**config.mk**
```make
export PLATFORM = sky130hd
export DESIGN_NAME = seg_scan_controller
export DESIGN_NICKNAME = d
export VERILOG_FILES = /design/src/rtl/seg_scan_controller.sv
export SDC_FILE = /design/constraint.sdc
export NUM_CORES = 1
export LEC_CHECK = 0
export BUFFER_PORTS_ARGS = -buffer_cell sky130_fd_sc_hd__clkbuf_2
export CORE_UTILIZATION = 40
export DETAILED_ROUTE_END_ITERATION = 10
export GPL_ROUTABILITY_DRIVEN = 0
export HOLD_SLACK_MARGIN = 0.12
export PLACE_DENSITY_LB_ADDON = 0.3
export REMOVE_ABC_BUFFERS = 1
export SYNTH_ARGS = -nofsm -noshare
export SYNTH_HDL_FRONTEND = slang
export SYNTH_SLANG_ARGS = --single-unit
```
**constraint.sdc**
```tcl
create_clock -name clk -period 4.8 [get_ports clk]
set_input_delay 0.96 -clock clk [delete_from_list [all_inputs] [get_ports clk]]
set_output_delay 0.96 -clock clk [all_outputs]
set_load 0.05 [all_outputs]
```
**src/rtl/seg_scan_controller.sv**
```systemverilog
// rtl/seg_scan_controller.sv - scan/scroll sequencer driving one nibble per digit slot to a shared 7-seg decoder
module seg_scan_controller #(
    parameter int NUM_DIGITS = 4,
    parameter int ID_LEN     = 8,
    parameter int SCAN_DIV   = 50000,
    parameter int SCROLL_DIV = 100
) (
    input  logic                    clk,
    input  logic                    rst,
    input  logic                    load,
    input  logic [4*ID_LEN-1:0]     id_in,
    input  logic                    scroll_en,
    input  logic                    clear,
    output logic [NUM_DIGITS-1:0]   digit_sel,
    output logic [3:0]              digit_code,
    output logic                    frame_tick,
    output logic                    wrap
);

    localparam int PW = $clog2(SCAN_DIV);
    localparam int IW = $clog2(NUM_DIGITS);
    localparam int FW = $clog2(SCROLL_DIV + 1);
    localparam int OW = $clog2(ID_LEN);
    localparam int SW = OW + 1;

    localparam logic [PW-1:0] PRE_LAST = PW'(SCAN_DIV - 1);
    localparam logic [IW-1:0] IDX_LAST = IW'(NUM_DIGITS - 1);
    localparam logic [FW-1:0] FRM_LAST = FW'(SCROLL_DIV - 1);
    localparam logic [SW-1:0] ID_LEN_S = SW'(ID_LEN);

    typedef enum logic [1:0] {
        ST_IDLE   = 2'd0,
        ST_SHOW   = 2'd1,
        ST_SCROLL = 2'd2
    } state_t;

    state_t                 state_q, state_d;
    logic [4*ID_LEN-1:0]    id_reg_q, id_reg_d;
    logic [PW-1:0]          pre_q, pre_d;
    logic [IW-1:0]          idx_q, idx_d;
    logic [FW-1:0]          frm_q, frm_d;
    logic [OW-1:0]          off_q, off_d;
    logic [NUM_DIGITS-1:0]  digit_sel_q, digit_sel_d;
    logic [3:0]             digit_code_q, digit_code_d;
    logic                   frame_tick_q, frame_tick_d;
    logic                   wrap_q, wrap_d;

    logic                   tick;
    logic                   frame_end;
    logic [SW-1:0]          off_sum;
    logic [OW-1:0]          off_inc;
    logic [SW-1:0]          nib_sel;

    always_comb begin
        state_d      = state_q;
        id_reg_d     = id_reg_q;
        pre_d        = pre_q;
        idx_d        = idx_q;
        frm_d        = frm_q;
        off_d        = off_q;
        frame_tick_d = 1'b0;
        wrap_d       = 1'b0;

        tick      = (pre_q == PRE_LAST);
        frame_end = tick && (idx_q == IDX_LAST);

        // offset+1 mod ID_LEN by compare-and-subtract
        off_sum = {1'b0, off_q} + SW'(1);
        if (off_sum >= ID_LEN_S) begin
            off_sum = off_sum - ID_LEN_S;
        end
        off_inc = off_sum[OW-1:0];

        if (clear) begin
            state_d = ST_IDLE;
            pre_d   = '0;
            idx_d   = '0;
        end else if (load) begin
            id_reg_d = id_in;
            state_d  = scroll_en ? ST_SCROLL : ST_SHOW;
            pre_d    = '0;
            idx_d    = '0;
            frm_d    = '0;
            off_d    = '0;
        end else if (state_q != ST_IDLE) begin
            state_d      = scroll_en ? ST_SCROLL : ST_SHOW;
            pre_d        = tick ? '0 : pre_q + 1'b1;
            frame_tick_d = frame_end;
            if (tick) begin
                idx_d = (idx_q == IDX_LAST) ? '0 : idx_q + 1'b1;
            end
            // scroll counting only while staying in SCROLL; re-entry restarts the frame count
            if (state_q == ST_SHOW && scroll_en) begin
                frm_d = '0;
            end else if (state_q == ST_SCROLL && scroll_en && frame_end) begin
                if (frm_q == FRM_LAST) begin
                    frm_d  = '0;
                    off_d  = off_inc;
                    wrap_d = (off_inc == '0);
                end else begin
                    frm_d = frm_q + 1'b1;
                end
            end
        end

        // outputs come from next-state values so select and code switch on the same edge
        nib_sel = {1'b0, off_d} + {{(SW-IW){1'b0}}, idx_d};
        if (nib_sel >= ID_LEN_S) begin
            nib_sel = nib_sel - ID_LEN_S;
        end

        digit_sel_d  = '0;
        digit_code_d = 4'h0;
        if (state_d != ST_IDLE) begin
            digit_sel_d[idx_d] = 1'b1;
            for (int k = 0; k < ID_LEN; k++) begin
                if (nib_sel == SW'(k)) begin
                    digit_code_d = id_reg_d[4*k +: 4];
                end
            end
        end
    end

    always_ff @(posedge clk or posedge rst) begin
        if (rst) begin
            state_q      <= ST_IDLE;
            id_reg_q     <= '0;
            pre_q        <= '0;
            idx_q        <= '0;
            frm_q        <= '0;
            off_q        <= '0;
            digit_sel_q  <= '0;
            digit_code_q <= 4'h0;
            frame_tick_q <= 1'b0;
            wrap_q       <= 1'b0;
        end else begin
            state_q      <= state_d;
            id_reg_q     <= id_reg_d;
            pre_q        <= pre_d;
            idx_q        <= idx_d;
            frm_q        <= frm_d;
            off_q        <= off_d;
            digit_sel_q  <= digit_sel_d;
            digit_code_q <= digit_code_d;
            frame_tick_q <= frame_tick_d;
            wrap_q       <= wrap_d;
        end
    end

    assign digit_sel  = digit_sel_q;
    assign digit_code = digit_code_q;
    assign frame_tick = frame_tick_q;
    assign wrap       = wrap_q;

endmodule

```
==> results of run 1 <==
-- cell type report --
| class | instances | share of cell area, % |
|---|---|---|
| flip-flops and latches | 72 | 45.0 |
| repair buffers | 50 | 6.81 |
| clock inverters | 4 | 1.91 |
| well taps | 105 | 3.28 |
| clock buffers | 11 | 3.78 |
| multi-input cells | 198 | 38.9 |
| inverters | 4 | 0.375 |
-- per-layer routing --
layer | vias to the layer above | share of wire [%] | track usage (%)
met5 | - | 0 | 0
met2 | 53 | 47 | 25.8
met4 | 0 | 1.2 | 5.00
li1 | 1121 | - | -
met1 | 1141 | 47 | 21.8
met3 | 8 | 4.9 | 5.15
-- cells in the mapped netlist (all sizes together), types with 4 or more instances --
| cell | instances | share of area [%] |
|---|---|---|
| nor3 | 7 | 1.2 |
| and3 | 7 | 1.3 |
| ha | 6 | 2.2 |
| inv | 4 | 0.44 |
| nand2 | 30 | 3.3 |
| buf | 4 | 0.55 |
| nor2 | 22 | 2.4 |
| o31ai | 5 | 1.1 |
| mux2i | 8 | 2.3 |
| mux4 | 8 | 5.3 |
| mux2 | 32 | 11 |
| xor2 | 8 | 2.6 |
| clkbuf | 7 | 0.77 |
| o21ai | 19 | 2.8 |
| nand4 | 5 | 0.92 |
| nand3 | 6 | 1.0 |
| or4 | 4 | 1.1 |
| dfrtp | 72 | 53 |
-- flip-flops by register name, indices dropped and copies added, names as in the netlist --
register,count
id_reg_q,32
pre_q,16
frm_q,7
digit_code,4
digit_sel,4
off_q,3
idx_q,2
state_q,2
frame_tick,1
wrap,1
-- report_power, final --
group	total, µW	leakage [µW]	internal, µW	switching (µW)
sequential	676	0.000926	658	18.2
clock	542	0.000112	320	222
combinational	176	0.000711	81.1	94.6
total	1390	0.00175	1060	335
-- path summary, 6_finish.rpt --
check	from	endpoint	slack [ns]	cells past startpoint
setup / recovery	pre_q[0]	digit_code[0]	1.12	11
setup reg to reg	pre_q[0]	digit_code[0]	1.12	11
hold reg to reg	id_reg_q[21]	id_reg_q[21]	0.49	1
max in group asynchronous	rst	id_reg_q[27]	3.07	3
min in group asynchronous	rst	id_reg_q[5]	0.82	2
hold / removal	id_reg_q[21]	id_reg_q[21]	0.49	1
-- kinds of logic (layout without fill, tap and decap cells) --
group | after synthesis | count (layout)
AO/OA/AOI/OAI | 31 | 31
XOR/XNOR | 11 | 11
adder cells (fa/ha/maj) | 7 | 7
buffers and inverters | 15 | 69
flip-flops | 72 | 72
multiplexers | 48 | 48
AND/OR/NAND/NOR | 101 | 101
-- per-stage QoR --
stage,cell area [µm²],hold WS [ns]
floorplan,3370,0.438
global placement,3780,0.471
detailed placement,3780,0.478
CTS,4010,0.496
global route,4010,0.514
finish,4010,0.488
-- cells in the final DEF (no fill, tap or decap), drive strengths merged, types with 5 or more instances in the layout --
cell type / instances
mux4: 8
ha: 6
mux2i: 8
clkbuf: 57
dfrtp: 72
inv: 5
nor2: 22
xor2: 8
nand2: 30
nand4: 5
o31ai: 5
and3: 7
o21ai: 19
mux2: 32
nor3: 7
nand3: 6
==> impl_metrics.py, run 1 <==
metrics = {
    "synthesis": {
        "synth.area.mux_share_pct": 18.2,
        "synth_area_per_cell_um2": 12.0,
        "synth-compound-area-share_pct": 5.79,
        "async_flop_share_pct": 100,
        "synthFlopType": "dfrtp_1",
        "synth_fa_ha_area_share_pct": 2.78,
        "yosysUniqueCellTypes": 44,
        "ys_ff_latch": 72,
        "synth_area_um2": 3420,
        "synth.yosys.seq_area_share_pct": 52.7,
        "synth_simple_gate_area_share_pct": 15.4,
        "synthCells": 285,
        "yosysWarnings": 0,
        "synth-edff-count": 0,
        "synth_top_family_by_area": "multiplexers",
        "synth_xor_area_share_pct": 3.37,
    },
    "clock_network": {
        "cts_setup_buffers": 0,
        "cts_root_buf": "clkbuf_8",
        "insertion_delay_ns": 0.34,
        "path_clk_slew_ns": 0.08,
        "cts_made_buffers": 9,
        "cts-hold-fix-buffers": 0,
        "tritoncts": "done",
        "cts_resized": 0,
        "htree_levels": 3,
        "cts.sinks": 72,
        "clk_path_buf_depth": 2,
    },
    "die": {
        "design.die.area_um2": 8920,
        "rows": 33,
        "start_util_pct": 41.4,
        "die_h_um": 94.4,
        "ios": 47,
        "die_w_um": 94.4,
        "core_region_area_um2": 8260,
    },
    "place": {
        "dp_hpwl_mm": 4.67,
        "pre_cts_ws_ns": 0.877,
        "placed_cells": 429,
        "port_buffers": 46,
    },
    "worst_setup_path": {
        "cp_cell_sequence": "ha_1 > nor4b_1 > nand3_1 > nor3_1 > mux2i_1 > nor3_1 > ha_1 > fa_1 > mux4_2 > nand2_1 > mux2i_1",
        "arrival_ns": 3.91,
        "cp-end-kind": "register",
        "critPathRequiredTime_ns": 5.03,
        "crit_family": "simple AND/OR/NAND/NOR gates",
        "max_stage_delay_ns": 0.58,
        "cpMaxStageDelayCell": "fa_1",
        "critPathLaunchType": "register",
        "crit_buf_inv": 0,
        "critical_path_class": "register to register",
        "worstPathMaxFanout": 8,
    },
    "timing": {
        "fin_ws_ns": 1.12,
        "maxSlewHeadroom_pct": 33.6,
        "timing.final.crit_period_ns": 3.68,
        "slew_violations": 0,
        "fmax_ghz": 0.272,
        "worst_pin_slew_ns": 0.986,
        "hold_viol_final": 0,
        "fin_worst_skew_ns": 0.0106,
        "fin_crit_sh_pct": 76.7,
        "rsz0062_at_grt": "no",
        "setup_violations": 0,
        "fin_setup_tns_ns": 0,
    },
    "power": {
        "peakVddDrop_uv": 207,
        "p_leak_uw": 0.00175,
        "powerDensity_nw_per_um2": 348,
        "power.total_uw": 1390,
    },
    "detailed_routing": {
        "drt-initial-drc-count": 85,
        "viasPerCell": 5.23,
        "num_vias": 2323,
        "wl_per_cell_um": 14.7,
        "ant_nets": 0,
        "drc": 0,
        "drt_wl_total_mm": 6.54,
        "first_pass_iters": 4,
    },
    "grt": {
        "antenna_found_initial": 0,
        "grt_pass1_vias": 2349,
        "grt_max_degree": 48,
        "grt-ovfl-total": 0,
        "grt_pass1_wl_mm": 11.2,
        "grt_usage_pct": 16.5,
    },
    "run": {
        "drv_cap": 0,
    },
    "finish": {
        "final.fill_count": 764,
        "multi_input_area_um2": 1560,
        "ff_latch_area_um2": 1800,
        "fin_nets": 379,
        "drive_gt1_share_pct": 33.6,
        "utilization_pct": 48.5,
        "syn2layout_area_growth_pct": 17.2,
        "antennaDiodeCount": 0,
        "layout.cells.non_filler": 444,
    },
    "outcome": {
        "status": "complete, no violations",
    },
    "worst_hold_path": {
        "min_path_type": "register to register",
    },
}
No activity file was read; power rests on OpenSTA's default activity.
==> run 2: changes to the inputs <==
ABC_AREA = 1   (was default)
clock period = 3.4 ns   (was 4.8 ns; I/O delays follow)
==> run 2 against run 1 <==
  * The flow now finishes with violations (DRC)
  * Synthesized cell count grew 42%
  * Sequential share of layout area down 4.5 points
  * Via count is 30% higher
  * Worst setup slack worse by 0.99 ns
  * Combinational power is 35% higher
  * Cell count rose by 32%
==> impl_metrics.py, run 2 <==
metrics = {
    "run": {
        "drv_cap": 0,
    },
    "finish": {
        "final_common_cell": "dfrtp_1",
        "drive_gt1_share_pct": 31.9,
        "fin_nets": 519,
        "antennaDiodeCount": 0,
        "ff_latch_area_um2": 1800,
        "syn2layout_area_growth_pct": 21.4,
        "utilization_pct": 50.6,
        "final_cell_mix": "dfrtp_1, nand2_1, clkbuf_2, inv_1, nor2_1",
        "top_regs": "id_reg_q x32, pre_q x16, frm_q x7",
        "largest_register_ffs": 32,
        "top_register": "id_reg_q",
        "final.fill_count": 819,
        "final_area_um2": 4450,
        "multi_input_area_um2": 1730,
    },
    "worst_setup_path": {
        "crit_buf_inv": 3,
        "crit_family": "simple AND/OR/NAND/NOR gates",
        "crit_cells": 18,
        "r2r_cells": 18,
        "critPathLaunchType": "register",
        "arrival_ns": 3.53,
        "timing.rr.start": "pre_q[0]",
        "r2r_end": "digit_code[3]",
        "r2r_setup_slack_ns": 0.13,
        "cp_cell_sequence": "ha_2 > nand3_2 > nor4_2 > nand2_1 > nor2_1 > nand2_1 > nor3b_2 > nand3_1 > nand2_1 > nor2_2 > ha_2 > fa_2 > nand2_2 > buf_4 > o31ai_2 > inv_2 > nand2_1 > inv_1",
        "startpoint": "pre_q[0]",
        "cpMaxStageDelayCell": "fa_2",
        "cp-end-kind": "register",
        "critical_path_class": "register to register",
        "crit_top_cell": "nand2_1",
        "worstPathMaxFanout": 5,
        "max_stage_delay_ns": 0.63,
        "critPathRequiredTime_ns": 3.66,
        "cp-endpoint": "digit_code[3]",
    },
    "synthesis": {
        "synth_area_um2": 3670,
        "synth.yosys.seq_area_share_pct": 49.1,
        "synthTopCellsByCount": "dfrtp_1, nand2_1, inv_1",
        "synthFlopType": "dfrtp_1",
        "synth_area_per_cell_um2": 9.04,
        "async_flop_share_pct": 100,
        "yosysUniqueCellTypes": 39,
        "synthCells": 406,
        "synth-edff-count": 0,
        "yosysWarnings": 0,
        "ys_ff_latch": 72,
        "synth.area.top_cells": "dfrtp_1, mux2_2, nand2_1, inv_1, nor2_1",
        "synth.most_common_cell": "dfrtp_1",
        "yosys.area.top_type": "dfrtp_1",
        "synth.top_cell.area_share_pct": 49.1,
    },
    "timing": {
        "setup_violations": 0,
        "timing.final.crit_period_ns": 3.27,
        "rsz0062_at_grt": "yes",
        "slew_violations": 0,
        "maxSlewHeadroom_pct": 48.7,
        "worst_pin_slew_ns": 0.770,
        "fin_worst_skew_ns": 0.00878,
        "fin_setup_tns_ns": 0,
        "fin_crit_sh_pct": 96.1,
        "fmax_ghz": 0.306,
        "hold_viol_final": 0,
        "fin_ws_ns": 0.132,
    },
    "detailed_routing": {
        "drc": 2,
        "num_vias": 3014,
        "wl_per_cell_um": 13.8,
        "drt-initial-drc-count": 125,
        "first_pass_iters": 7,
        "ant_nets": 0,
        "drt_wl_total_mm": 8.13,
        "viasPerCell": 5.13,
    },
    "power": {
        "p_int_uw": 1380,
        "peakVddDrop_uv": 337,
        "pwr-share-comb_pct": 12.6,
        "powerDensity_nw_per_um2": 426,
        "sw_frac_of_total_pct": 27.1,
        "clkPwrFrac_pct": 37.3,
        "p_seq_share_pct": 50.1,
        "p_leak_uw": 0.00207,
        "p_sw_uw": 513,
    },
    "clock_network": {
        "cts-hold-fix-buffers": 0,
        "insertion_delay_ns": 0.36,
        "htree_levels": 3,
        "tritoncts": "done",
        "path_clk_slew_ns": 0.08,
        "clk_path_buf_depth": 2,
        "cts_root_buf": "clkbuf_8",
        "cts.sinks": 72,
        "cts_made_buffers": 9,
    },
    "die": {
        "ios": 47,
        "die_h_um": 97.8,
        "start_util_pct": 41.7,
        "core_region_area_um2": 8810,
        "die_w_um": 97.8,
        "design.die.area_um2": 9560,
        "rows": 34,
    },
    "grt": {
        "grt_usage_pct": 18.1,
        "grt_max_degree": 37,
        "grt_pass1_wl_mm": 13.8,
        "antenna_found_initial": 0,
        "grt-ovfl-total": 0,
        "grt_pass1_vias": 3070,
    },
    "worst_hold_path": {
        "min_path_type": "input port to async pin",
    },
    "place": {
        "port_buffers": 46,
        "pre_cts_ws_ns": -0.102,
        "place_area_um2": 4090,
        "dp_hpwl_mm": 6.03,
    },
    "outcome": {
        "failed_checks": "DRC",
        "status": "finished, violations left",
    },
}
run 2: final cells by class:
type                       count  share of cell area [%]
clock inverter                 6                    1.55
sequential                    72                    40.5
clock buffer                  10                    3.09
timing repair buffer          63                    8.12
multi-input combinational    271                    38.9
inverter                      58                    4.89
tap                          108                    3.03
run 2: cell families (layout without fill, tap and decap cells):
kind of cell	after synthesis	after routing	share of synthesized area, %
flops	72	72	49.1
xor+xnor	4	4	0.955
buf+inv	65	137	7.06
compound gates	52	52	8.77
mux	29	29	8.83
simple gates	177	179	22.7
fa+ha+maj	7	7	2.59
run 2: power by group through the flow:
stage	combinational, µW	sequential [µW]	clock (µW)
3_5_place_dp	238	967	0
3_3_place_gp	233	964	0
6_report	238	950	708
4_1_cts	239	950	720
2_1_floorplan	148	977	0
5_1_grt	267	957	755
run 2: timing repair:
action	4_1_cts	5_1_grt
gates cloned	0	2
endpoints found under the setup margin	4	4
setup buffers	0	4
resized for setup	2	25
pin swaps	0	4
run 2: worst min path at each step:
stage                 startpoint  depth (start not counted)      endpoint  slack, ns
finish                       rst                          2   id_reg_q[6]       0.34
global route                 rst                          2   id_reg_q[2]       0.40
CTS                          rst                          2   id_reg_q[6]       0.35
detailed placement  id_reg_q[15]                          2  id_reg_q[15]       0.48
global placement    id_reg_q[15]                          2  id_reg_q[15]       0.47
floorplan           id_reg_q[15]                          2  id_reg_q[15]       0.45
run 2: through the flow:
step                      hold slack [ns]  power, µW  std cells
after floorplan                     0.448       1130        399
after global placement              0.472       1200        566
after detailed placement            0.476       1210        566
after CTS                           0.352       1910        582
after global routing                0.395       1980        588
final                               0.338       1900        588
run 2: routing by layer:
metal  track usage (%)  vias to the layer above  share of wire, %
met2              31.2                       64                50
met3              4.15                       11               3.7
li1                  -                     1491                 -
met1              22.2                     1448                45
met4              6.64                        0               1.2
met5                 0                        -                 0
==> run 3: changes to the inputs <==
CORE_UTILIZATION = 52   (was 40)
clock period = 2.7 ns   (was 3.4 ns; I/O delays follow)
==> run 3 against run 2 <==
  * The flow finishes with violations (setup timing)
  * Combinational power grew 42%
  * Maximum frequency is 0.10% higher
  * Die area shrank 23%
  * Sequential share of layout area decreased by 2.9 points
  * Clock-buffer cell count unchanged
  * Clock skew fell by 0.0056 ns
  * Non-clock buffer count is 51 higher
  * Sequential cell count stayed put
  * Cell count is 6.3% higher
  * Critical path type unchanged
  * Largest power group unchanged
==> impl_metrics.py, run 3 (same netlist as run 2, synthesis figures left out) <==
metrics = {
    "outcome": {
        "status": "finished, violations left",
        "failed_checks": "setup timing",
    },
    "timing": {
        "fin_hold_ws_ns": 0.221,
        "timing.final.crit_period_ns": 3.27,
        "setup_violations": 4,
        "fmax_ghz": 0.306,
        "slew_violations": 0,
        "fin_worst_skew_ns": 0.00320,
        "hold_viol_final": 0,
        "maxSlewHeadroom_pct": 51.5,
        "fin_crit_sh_pct": 121,
        "rsz0062_at_grt": "yes",
        "fin_ws_ns": -0.565,
        "worst_pin_slew_ns": 0.724,
    },
    "detailed_routing": {
        "viasPerCell": 5.25,
        "wl_per_cell_um": 14.1,
        "m1WireLength_mm": 3.70,
        "top_layer": "met4",
        "first_pass_iters": 4,
        "ant_nets": 0,
        "num_vias": 3281,
        "drt_wl_total_mm": 8.82,
        "drc": 0,
        "wl_met3_um": 376,
        "wl_met2_mm": 4.41,
        "drt-initial-drc-count": 172,
    },
    "finish": {
        "fin_nets": 568,
        "antennaDiodeCount": 0,
        "utilization_pct": 70.6,
        "syn2layout_area_growth_pct": 30.8,
        "top_register": "id_reg_q",
        "final_cell_mix": "dfrtp_1, buf_4, nand2_1, inv_1, clkbuf_2",
        "final_common_cell": "dfrtp_1",
        "top_regs": "id_reg_q x32, pre_q x16, frm_q x7",
        "drive_gt1_share_pct": 38.2,
        "largest_register_ffs": 32,
    },
    "die": {
        "design.die.area_um2": 7400,
        "die_w_um": 86.0,
        "ios": 47,
        "rows": 30,
        "start_util_pct": 54.0,
        "core_region_area_um2": 6790,
        "die_h_um": 86.0,
    },
    "clock_network": {
        "path_clk_slew_ns": 0.08,
        "cts_root_buf": "clkbuf_8",
        "cts.sinks": 72,
        "cts_made_buffers": 9,
        "insertion_delay_ns": 0.35,
        "htree_levels": 3,
        "cts-hold-fix-buffers": 0,
        "tritoncts": "done",
        "clk_path_buf_depth": 2,
    },
    "worst_setup_path": {
        "critPathLaunchType": "register",
        "critPathRequiredTime_ns": 2.96,
        "critical_path_class": "register to register",
        "cp-end-kind": "register",
        "timing.rr.start": "pre_q[1]",
        "worstPathMaxFanout": 5,
        "arrival_ns": 3.52,
        "startpoint": "pre_q[1]",
    },
    "grt": {
        "grt_pass1_vias": 3253,
        "grt_usage_pct": 25.8,
        "grt_pass1_wl_mm": 14.6,
        "antenna_found_initial": 0,
        "grt-ovfl-total": 0,
        "grt_max_degree": 48,
    },
    "place": {
        "port_buffers": 46,
        "dp_hpwl_mm": 6.25,
    },
    "power": {
        "power.total_uw": 2460,
        "powerDensity_nw_per_um2": 513,
        "peakVddDrop_uv": 339,
        "p_leak_uw": 0.00234,
    },
    "worst_hold_path": {
        "min_path_type": "input port to async pin",
    },
    "run": {
        "drv_cap": 0,
    },
}
==> run 3: changes by cell type in the layout (fill, tap and decap cells not counted), sizes merged <==
cell	previous run	this run
clkinvlp	1	0
nand2	68	66
bufinv	1	2
buf	17	68
==> run 3: final cells by class <==
cell class / instances / area [µm²]
Fill cell: 524 / 2000
Sequential cell: 72 / 1800
Tap cell: 96 / 120
Clock buffer: 10 / 128
Multi-Input combinational cell: 269 / 1690
Clock inverter: 6 / 83.8
Timing Repair Buffer: 114 / 757
Inverter: 58 / 218
==> run 3: what timing repair did <==
action	in CTS	in global routing
gates cloned	0	0
resized for setup	8	15
pin swaps	3	7
endpoints found under the setup margin	4	4
buffers inserted	4	6
==> run 3: worst max-delay path, stage by stage (launching register included) <==
cell	delay (ns)
dfrtp_1	0.39
ha_2	0.22
nand3_2	0.11
nor4_2	0.14
nand2_1	0.11
nor2_2	0.12
nand2_1	0.09
nor3b_2	0.19
buf_4	0.15
inv_1	0.05
nor2_1	0.12
o21ai_2	0.10
fa_2	0.63
nor2_1	0.07
buf_4	0.15
nand4_1	0.10
nand3_1	0.08
nand2_1	0.07
nand2_1	0.05
nand2_1	0.06
nand3_1	0.06
nand2_1	0.06
inv_1	0.04
==> run 3: per-stage QoR <==
step                      setup slack, ns  setup TNS [ns]  instance area, µm²  std cells
after floorplan                    -0.617           -2.31                3630        399
after global placement             -0.545           -2.06                4430        600
after detailed placement           -0.659           -2.57                4430        600
after CTS                          -0.510           -1.95                4710        620
after global routing               -0.812           -3.04                4800        625
final                              -0.565           -2.12                4800        625
==> run 3: where the power goes <==
| group | internal [µW] | switching [µW] | total [µW] |
|---|---|---|---|
| logic | 145 | 193 | 338 |
| registers | 1170 | 28.5 | 1190 |
| clock network | 517 | 414 | 931 |
| total | 1830 | 635 | 2460 |
==> run 3: worst paths after layout <==
path	end	slack, ns	cells after the start
setup / recovery	digit_code[3]	-0.57	22
hold / removal	id_reg_q[17]	0.22	2
setup reg to reg	digit_code[3]	-0.57	22
hold reg to reg	id_reg_q[15]	0.49	2
max in group asynchronous	frm_q[0]	1.84	3
min in group clk	id_reg_q[15]	0.41	3
==> run 3: per-layer routing <==
| metal | up-vias | global-route usage (%) |
|---|---|---|
| li1 | 1588 | - |
| met1 | 1561 | 31.2 |
| met2 | 101 | 43.1 |
| met3 | 31 | 5.49 |
| met4 | 0 | 14.1 |
| met5 | - | 0 |
